==> config.mk <==
export PLATFORM = sky130hd
export DESIGN_NAME = uart_frame_tx
export DESIGN_NICKNAME = d
export VERILOG_FILES = /design/src/rtl/uart_frame_tx.sv
export SDC_FILE = /design/constraint.sdc
export NUM_CORES = 1
export LEC_CHECK = 0
export ABC_CLOCK_PERIOD_IN_PS = 5300
export CAP_MARGIN = 0
export CORE_ASPECT_RATIO = 0.9
export CORE_MARGIN = 2
export CORE_UTILIZATION = 60
export CTS_BUF_LIST = sky130_fd_sc_hd__clkbuf_8
export CTS_CLUSTER_DIAMETER = 30
export DETAILED_ROUTE_END_ITERATION = 7
export MAX_ROUTING_LAYER = met4
export PLACE_DENSITY_LB_ADDON = 0.15
export SLEW_MARGIN = 20
export SYNTH_ARGS = -nofsm -noshare
export SYNTH_HDL_FRONTEND = slang
export SYNTH_SLANG_ARGS = --single-unit
==> constraint.sdc <==
create_clock -name clk_20m -period 5.3 [get_ports clk_20m]
set_input_delay 0.795 -clock clk_20m [delete_from_list [all_inputs] [get_ports clk_20m]]
set_output_delay 0.795 -clock clk_20m [all_outputs]
set_load 0.05 [all_outputs]
==> src/rtl/uart_frame_tx.sv <==
// UART frame transmitter: captures a DATA_BYTES payload on a valid/ready
// handshake and sends SYNC0, SYNC1, payload (MSB byte first), an optional
// 8-bit payload checksum and END_BYTE as 8N1 using an internal baud divider.
module uart_frame_tx #(
  parameter int          CLK_HZ     = 20000000,
  parameter int          BAUD       = 500000,
  parameter int          DATA_BYTES = 3,
  parameter logic [7:0]  SYNC0      = 8'h7B,
  parameter logic [7:0]  SYNC1      = 8'h7C,
  parameter logic [7:0]  END_BYTE   = 8'h7E,
  parameter int          CSUM_EN    = 1
) (
  input  logic                    clk_20m,
  input  logic                    rst_n,
  input  logic [8*DATA_BYTES-1:0] data,
  input  logic                    data_valid,
  output logic                    data_ready,
  output logic                    tx,
  output logic                    busy,
  output logic                    frame_done
);

  localparam int DIV    = CLK_HZ / BAUD;
  localparam int NBYTES = DATA_BYTES + 3 + CSUM_EN;
  localparam int PW     = 8 * DATA_BYTES;
  localparam int CW     = (DIV > 2) ? $clog2(DIV) : 1;
  localparam int IW     = $clog2(NBYTES + 1);

  localparam logic [CW-1:0] BAUD_LAST = CW'(DIV - 1);
  localparam logic [IW-1:0] IDX_SYNC1 = IW'(1);
  localparam logic [IW-1:0] PAY_FIRST = IW'(2);
  localparam logic [IW-1:0] PAY_LAST  = IW'(DATA_BYTES + 1);
  localparam logic [IW-1:0] CSUM_IDX  = IW'(DATA_BYTES + 2);
  localparam logic [IW-1:0] LAST_IDX  = IW'(NBYTES - 1);

  // Byte-level states; selecting the next byte (LOAD) is combinational and
  // folded into the STOP->START transition, so it costs no line time.
  localparam logic [2:0] S_IDLE  = 3'd0;
  localparam logic [2:0] S_START = 3'd1;
  localparam logic [2:0] S_DATA  = 3'd2;
  localparam logic [2:0] S_STOP  = 3'd3;
  localparam logic [2:0] S_DONE  = 3'd4;

  if (DIV < 2) begin : g_div_check
    $error("uart_frame_tx: CLK_HZ/BAUD must be at least 2");
  end
  if (DATA_BYTES < 1 || DATA_BYTES > 16) begin : g_bytes_check
    $error("uart_frame_tx: DATA_BYTES must be within 1..16");
  end

  logic [1:0]    rst_sync;
  logic          rst_int_n;
  logic [2:0]    state_reg;
  logic [CW-1:0] baud_cnt;
  logic [2:0]    bit_idx;
  logic [IW-1:0] byte_idx;
  logic [7:0]    shift_byte;
  logic [PW-1:0] pay_buf;
  logic [7:0]    csum_reg;
  logic          tx_reg;

  logic          baud_last;
  logic [IW-1:0] nxt_idx;
  logic          nxt_is_payload;
  logic [7:0]    pay_top;
  logic [7:0]    nxt_byte;

  // Reset asserts asynchronously but is released in step with the clock.
  always_ff @(posedge clk_20m or negedge rst_n) begin
    if (!rst_n) rst_sync <= 2'b00;
    else        rst_sync <= {rst_sync[0], 1'b1};
  end
  assign rst_int_n = rst_sync[1];

  assign baud_last      = (baud_cnt == BAUD_LAST);
  assign nxt_idx        = byte_idx + 1'b1;
  assign nxt_is_payload = (nxt_idx >= PAY_FIRST) && (nxt_idx <= PAY_LAST);
  assign pay_top        = pay_buf[PW-1 -: 8];

  // Pick the byte that follows the current one in the frame.
  always_comb begin
    nxt_byte = END_BYTE;
    if (nxt_idx == IDX_SYNC1)                     nxt_byte = SYNC1;
    else if (nxt_is_payload)                      nxt_byte = pay_top;
    else if (CSUM_EN != 0 && nxt_idx == CSUM_IDX) nxt_byte = csum_reg;
  end

  // Frame sequencer: handshake, baud timing, bit/byte stepping, checksum.
  always_ff @(posedge clk_20m or negedge rst_int_n) begin
    if (!rst_int_n) begin
      state_reg  <= S_IDLE;
      baud_cnt   <= '0;
      bit_idx    <= '0;
      byte_idx   <= '0;
      shift_byte <= '0;
      pay_buf    <= '0;
      csum_reg   <= '0;
      tx_reg     <= 1'b1;
    end else begin
      case (state_reg)
        S_IDLE: begin
          if (data_valid) begin
            state_reg  <= S_START;
            baud_cnt   <= '0;
            bit_idx    <= '0;
            byte_idx   <= '0;
            shift_byte <= SYNC0;
            pay_buf    <= data;
            csum_reg   <= '0;
            tx_reg     <= 1'b0;
          end
        end
        S_START: begin
          if (baud_last) begin
            baud_cnt  <= '0;
            bit_idx   <= '0;
            state_reg <= S_DATA;
            tx_reg    <= shift_byte[0];
          end else begin
            baud_cnt <= baud_cnt + 1'b1;
          end
        end
        S_DATA: begin
          if (baud_last) begin
            baud_cnt <= '0;
            if (bit_idx == 3'd7) begin
              state_reg <= S_STOP;
              tx_reg    <= 1'b1;
            end else begin
              bit_idx    <= bit_idx + 1'b1;
              shift_byte <= shift_byte >> 1;
              tx_reg     <= shift_byte[1];
            end
          end else begin
            baud_cnt <= baud_cnt + 1'b1;
          end
        end
        S_STOP: begin
          if (baud_last) begin
            baud_cnt <= '0;
            if (byte_idx == LAST_IDX) begin
              state_reg <= S_DONE;
            end else begin
              byte_idx   <= nxt_idx;
              shift_byte <= nxt_byte;
              state_reg  <= S_START;
              tx_reg     <= 1'b0;
              if (nxt_is_payload) begin
                pay_buf  <= pay_buf << 8;
                csum_reg <= csum_reg + pay_top;
              end
            end
          end else begin
            baud_cnt <= baud_cnt + 1'b1;
          end
        end
        S_DONE: begin
          state_reg <= S_IDLE;
        end
        default: begin
          state_reg <= S_IDLE;
          tx_reg    <= 1'b1;
        end
      endcase
    end
  end

  assign tx         = tx_reg;
  assign data_ready = (state_reg == S_IDLE);
  assign busy       = (state_reg == S_START) || (state_reg == S_DATA) || (state_reg == S_STOP);
  assign frame_done = (state_reg == S_DONE);

endmodule

# After elaboration in Yosys (flattened, before gate mapping)
# Cells that the tools add are included.
[word_totals] regBits=58 latchBits=0 ram_bits=0 mem_bits_ro=0 input_bits=27 output_inout_bits=4 wordCells=93 mem_count=0
[classes] add_sub_neg=4 mul=0 div_mod_pow=0 n_lt_le_gt_ge=2 eq_ne=17 shift=0 mux=44 bitwise_logic=1 n_reduce_logical=16
[op_table] cell="24-bit 2-to-1 mux" n=4
[op_table] cell="8-bit 2-to-1 mux" n=12
[op_table] cell="24-bit one-hot mux with 2 select lines" n=1
[op_table] cell="3-bit 2-to-1 mux" n=12
[op_table] cell="8-bit one-hot mux with 3 select lines" n=1
[op_table] cell="2-bit inequality test (second input constant)" n=8
[op_table] cell="8-bit one-hot mux with 2 select lines" n=1
[op_table] cell="5-bit AND reduction" n=3
[op_table] cell="3-bit equality test (second input constant)" n=4
[op_table] cell="6-bit 2-to-1 mux" n=2
[op_table] cell="3-bit one-hot mux with 4 select lines" n=1
[op_table] cell="6-bit one-hot mux with 2 select lines" n=1
[op_table] cell="6-bit AND reduction" n=2
[op_table] cell="3-bit one-hot mux with 3 select lines" n=1
[op_table] cell="8-bit adder" n=1
[op_table] cell="3-bit by 1-bit adder with 3-bit output (second input constant)" n=2
[op_table] cell="6-bit by 1-bit adder with 6-bit output (second input constant)" n=1
[op_table] cell="3-bit by 1-bit equality test with 1-bit output (second input constant)" n=2
[op_table] cell="3-bit by 2-bit equality test with 1-bit output (second input constant)" n=2
[op_table] cell="6-bit equality test (second input constant)" n=1
[op_table] cell="1-bit 2-to-1 mux" n=6
[op_table] cell="3-bit one-hot mux with 2 select lines" n=1
[op_table] cell="3-bit nonzero test" n=2
[op_table] cell="1-bit one-hot mux with 5 select lines" n=1
[op_table] cell="other kinds (10)" n=12

# Logic depth before layout (Yosys ltp)
# Gate-level depths: netlist of run 1.
[logic_depth] word_depth=8 mapped_depth=8

# Least setup slack after synthesis of run 1
# Ideal clock, no wire load.
[synth_timing] path_kind="register to output" start="reg state_reg[0]" end="out data_ready" arrival_time_ns=1.888 t_required_ns=4.505 setup_slack_ns=2.617 path_stages_with_launch=4 path_buffers=2 path_cell_list="dfrtp_1 clkbuf_1 clkbuf_1 nor3_1"
[synth_via] elab_chain_cells=1
[synth_rtl] element="start, declared" line_no="53" source="logic [2:0] state_reg;"
[synth_rtl] element="start signal, assigned" line_no="91" source="state_reg <= S_IDLE;"
[synth_rtl] element="start signal, assigned" line_no="103" source="state_reg <= S_START;"
[synth_rtl] element="start signal, assigned" line_no="117" source="state_reg <= S_DATA;"
[synth_rtl] element="3-bit logical NOT" line_no="169" source="assign data_ready = (state_reg == S_IDLE);"
[synth_rtl] element="end, declared" line_no="17" source="output logic data_ready,"
# No other way between the ends.

# Worst setup path after layout of run 1
[layout_timing] start="reg state_reg[0]" end="reg pay_buf[21]"
[layout_via] elab_chain_cells=3
[layout_rtl] element="3-bit by 2-bit equality test with 1-bit output or 3-bit logical NOT (tied branches)" line_no="100" source="case (state_reg)"
[layout_rtl] element="2-bit inequality test (no source line) or 2-bit nonzero test (tied branches)"
[layout_rtl] element="5-bit AND reduction (no source line)"
[layout_rtl] element="end signal, assigned" line_no="108" source="pay_buf <= data;"
[layout_rtl] element="end signal, assigned" line_no="149" source="pay_buf <= pay_buf << 8;"
[layout_rtl] element="end, declared" line_no="58" source="logic [PW-1:0] pay_buf;"
# Several ways; a longest one is shown, not always the timed one.
# A chain may end at the register's enable or synchronous reset.

==> results.json, run 1 <==
{
  "vias": 2543,
  "largest_register_ffs": 24,
  "rows": 25,
  "cts_tree": "built",
  "ir_drop_v": 0.000302,
  "post-cts-setup-buffer-count": 0,
  "io_pins": 31,
  "reg2reg_to": "pay_buf[21]",
  "core_area_sq_um": 5320,
  "yosys_register_bits": 58,
  "netlist_area_sq_um": 3340,
  "startpoint_type": "register",
  "routed.top_layer": "met4",
  "syn_nets": 376,
  "initial_core_util_pct": 62.8,
  "p_per_area_nw_per_um2": 531,
  "routed-wl-met3_microns": 241,
  "grt_pass1_vias": 2357,
  "numCtsBuffers": 9,
  "drc": 0,
  "clock_power_share_pct": 17.4,
  "power_uw": 2040,
  "p_leak_uw": 0.00194,
  "grt_setup_unrepaired": "false",
  "layout.nets": 404,
  "die_h_microns": 74.8,
  "clkTransAtPathRegs_ps": 60,
  "synth-async-reset-ratio_pct": 100,
  "max_freq_mhz": 306,
  "slew_viol_final": 0,
  "p_int_uw": 1240,
  "cts_hold_buf": 0,
  "critical_path_class": "register to register",
  "cts_resized": 0,
  "grt-ovfl-total": 0,
  "diodes": 0,
  "gp_congestion": 0.795,
  "ys_types": 50,
  "ff2ff_setup_slack_ps": 2030,
  "yosys_warnings": 0,
  "viasPerCell": 5.86,
  "tightest_slew_ps": 942,
  "post-route-min-period_ps": 3270,
  "final_common_cell": "dfrtp_1",
  "drt-wirelength-per-cell_microns": 14.9,
  "maxCapViolations": 0,
  "syn_avg_cell_area_sq_um": 9.99,
  "period_share_pct": 61.7,
  "track_usage_pct": 24.2,
  "hp-class": "register to asynchronous set/reset pin",
  "met1_length_microns": 3210,
  "post-dp-hpwl_microns": 4540,
  "maxSlewHeadroom_pct": 37.0,
  "switching_share_pct": 39.0,
  "synth_flop_cell": "dfrtp_1",
  "skew_ps": 6.19,
  "wl_met2_microns": 2970,
  "crit_path_start": "state_reg[0]",
  "status": "completed",
  "pwr-share-comb_pct": 45.3,
  "path_max_fanout": 32,
  "drt_iter0_drc": 189,
  "r2r_cells": 5,
  "grt_max_degree": 53,
  "finalHoldViolations": 0,
  "syn_inst": 334,
  "power_switching_uw": 794,
  "dpl.cell_count": 418,
  "final_cells": 434,
  "cp.required_ps": 5520,
  "grt_antenna_before_repair": 0,
  "fillCellCount": 396,
  "utilization_pct": 72.1,
  "endpoint_kind": "register",
  "whs_ps": 67.8,
  "grt_pass1_wl_microns": 10900,
  "area_delta_synth_final_pct": 14.9,
  "synth_edf_count": 0,
  "drive_above_1_share_pct": 12.3,
  "crit_arrival_ps": 3490,
  "ant_nets": 0,
  "cts_htree_levels": 3,
  "dieArea_sq_um": 6180,
  "seq_power_share_pct": 37.4,
  "dr.pass1.iters": 5,
  "io_buffer_count": 30,
  "finalSetupViolCount": 0,
  "cts_max_path_buffers": 2,
  "die_x_microns": 82.6,
  "final.setup.tns_ps": 0,
  "cts_num_sinks": 58,
  "routed_wl_microns": 6470,
  "insertion_delay_ps": 340,
  "r2r_start": "state_reg[0]",
  "final_cell_mix": "dfrtp_1 (56), nand2_1 (55), clkdlybuf4s50_1 (30)",
  "yosysSeqAreaShare_pct": 43.5,
  "root_buffer": "clkbuf_8"
}
-- power groups by stage --
stage	sequential, uW	clock [uW]	combinational, uW
after floorplan	717	0	786
after global placement	757	0	891
after detailed placement	764	0	920
after CTS	757	363	925
after global routing	780	384	1020
final	760	353	922
-- cell families (layout without fill, tap and decap cells) --
logic type | count (synthesis) | in the layout | synth area share, %
flops | 58 | 58 | 43.5
compound gates | 89 | 89 | 18.0
mux | 33 | 33 | 12.4
other cells | 1 | 1 | 0.112
buf+inv | 31 | 64 | 4.05
xor+xnor | 9 | 9 | 2.59
fa+ha+maj | 15 | 15 | 5.85
simple gates | 98 | 98 | 13.5
-- through the flow --
stage | setup slack, ps | instance area (sq um)
final | 2030 | 3840
after global routing | 1780 | 3840
after CTS | 2080 | 3830
after detailed placement | 2110 | 3660
after global placement | 2190 | 3660
after floorplan | 2620 | 3340
-- layer usage --
metal | vias up | global-route usage, %
met5 | - | -
met4 | 0 | 6.56
met3 | 5 | 7.55
met2 | 41 | 35.9
met1 | 1245 | 32.5
li1 | 1252 | -
-- synthesized netlist by cell type (all sizes together), types with 6 or more instances --
cell type	count	area, sq um
dfrtp	57	1430
nand2	57	216
o21ai	23	119
mux2	22	304
a21oi	17	85.1
inv	17	63.8
ha	14	175
a21o	11	82.6
mux2i	11	110
nor2	11	41.3
a22o	10	87.6
clkbuf	10	37.5
nand3	7	35.0
nor3	6	35.0
o221ai	6	52.6
xnor2	6	60.1
-- worst max-delay path, stage by stage (launching register included) --
cell and delay, ps:
dfrtp_1 770, inv_1 340, nor2_1 800, o21ai_2 120
nand2_2 700, mux2_2 410
-- cell type report --
| cell class | instances | area, sq um | share of cell area (%) |
|---|---|---|---|
| multi-input combinational | 245 | 1750 | 45.7 |
| timing repair buffer | 31 | 308 | 8.02 |
| clock inverter | 5 | 22.5 | 0.587 |
| clock buffer | 11 | 151 | 3.95 |
| tap | 67 | 83.8 | 2.19 |
| inverter | 17 | 63.8 | 1.66 |
| sequential | 58 | 1450 | 37.9 |
-- how the worst max path moves through the flow --
stage	end	cells after the start
finish	pay_buf[21]	5
global placement	pay_buf[20]	5
floorplan	data_ready	3
detailed placement	pay_buf[20]	5
global route	pay_buf[21]	5
CTS	pay_buf[20]	5
Power figures use the tool's default switching activity.
==> run 2, diff against run 1 <==
ABC_CLOCK_PERIOD_IN_PS = 3400   (was 5300)
clock period = 3.4 ns   (was 5.3 ns; I/O delays follow)
==> results.json, run 2 (same netlist as run 1, synthesis figures left out) <==
{
  "status": "completed",
  "grt_pass1_wl_microns": 11300,
  "root_buffer": "clkbuf_8",
  "cts_max_path_buffers": 2,
  "die_h_microns": 74.8,
  "numCtsBuffers": 9,
  "cts_resized": 0,
  "cts_tree": "built",
  "vias": 2560,
  "io_buffer_count": 30,
  "gp_congestion": 0.874,
  "die_x_microns": 82.6,
  "max_freq_mhz": 369,
  "cts_hold_buf": 0,
  "final.setup.tns_ps": 0,
  "period_share_pct": 79.6,
  "routed_wl_microns": 6640,
  "skew_ps": 12.0,
  "post-cts-setup-buffer-count": 0,
  "rows": 25,
  "drt_iter0_drc": 124,
  "final_cell_mix": "nand2_1 (56), dfrtp_1 (56), clkdlybuf4s50_1 (30)",
  "drive_above_1_share_pct": 12.9,
  "dr.pass1.iters": 4,
  "r2r_cells": 7,
  "area_delta_synth_final_pct": 16.4,
  "crit_path_start": "state_reg[1]",
  "tightest_slew_ps": 740,
  "largest_register_ffs": 24,
  "track_usage_pct": 25.4,
  "grt_pass1_vias": 2490,
  "ir_drop_v": 0.000463,
  "cp.required_ps": 2890,
  "io_pins": 31,
  "cts_num_sinks": 58,
  "startpoint_type": "register",
  "grt_antenna_before_repair": 0,
  "viasPerCell": 5.84,
  "post-route-min-period_ps": 2710,
  "core_area_sq_um": 5320,
  "drt-wirelength-per-cell_microns": 15.2,
  "finalHoldViolations": 0,
  "diodes": 0,
  "maxSlewHeadroom_pct": 50.6,
  "ant_nets": 0,
  "post-dp-hpwl_microns": 4560,
  "endpoint_kind": "output pin",
  "r2r_start": "byte_idx[0]",
  "slew_viol_final": 0,
  "drc": 0,
  "grt-ovfl-total": 0,
  "path_max_fanout": 13,
  "crit_arrival_ps": 2200,
  "insertion_delay_ps": 340,
  "grt_max_degree": 36,
  "finalSetupViolCount": 0,
  "maxCapViolations": 0,
  "p_per_area_nw_per_um2": 833,
  "layout.nets": 408,
  "cts_htree_levels": 3,
  "power_uw": 3240,
  "p_leak_uw": 0.00197,
  "dieArea_sq_um": 6180,
  "initial_core_util_pct": 62.8,
  "grt_setup_unrepaired": "false",
  "hp-class": "primary input to asynchronous set/reset pin",
  "critical_path_class": "register to output pin",
  "clkTransAtPathRegs_ps": 70
}
-- run 2: changes by cell type in the layout (fill, tap and decap cells not counted) --
cell | previous run | this run
buf_12 | 0 | 1
buf_4 | 1 | 4
clkbuf_8 | 11 | 12
clkinv_2 | 3 | 2
nand2_1 | 55 | 56
nand2_2 | 2 | 1
-- run 2: metrics by stage --
stage          std cells  area, sq um  worst slack [ps]  hold WS (ps)  utilization [%]
2_1_floorplan        334         3340              1000           214                -
3_3_place_gp         422         3700              1150           342             69.6
3_5_place_dp         422         3700              1070           353             69.6
4_1_cts              438         3880               700           312             73.1
5_1_grt              438         3880               583           321             73.1
6_report             438         3880               694           327             73.1
-- run 2: final timing paths --
kind                                     to  slack [ps]
worst max-delay path                   busy         690
worst min-delay path            rst_sync[1]         330
worst max register to register  csum_reg[7]        1050
worst min register to register  baud_cnt[0]         330
max in group asynchronous       pay_buf[19]        2290
min in group clk_20m            rst_sync[1]         370
-- run 2: routing by layer --
layer  routed length (microns)  vias to the layer above  global-route usage (%)
li1                          -                     1261                       -
met1                      3170                     1237                    32.9
met2                      3110                       52                    38.3
met3                       275                       10                    8.15
met4                        87                        0                    8.20
met5                         0                        -                       -
-- run 2: final cells by class --
type | count | area [sq um]
multi-input combinational | 245 | 1750
sequential | 58 | 1450
inverter | 17 | 63.8
tap | 67 | 83.8
clock buffer | 12 | 165
timing repair buffer | 35 | 350
fill | 399 | 1430
clock inverter | 4 | 17.5
-- run 2: critical path: stages (launching register included) --
cell	delay, ps
dfrtp_1	560
nor2_1	160
nor2_1	270
clkdlybuf4s50_1	860
-- run 2: where the power goes --
| part | internal (uW) | leakage (uW) | switching (uW) | total [uW] |
|---|---|---|---|---|
| Combinational | 720 | 0.00114 | 769 | 1490 |
| Sequential | 952 | 0.000720 | 217 | 1170 |
| Clock | 316 | 0.000105 | 263 | 579 |
| Total | 1990 | 0.00197 | 1250 | 3240 |
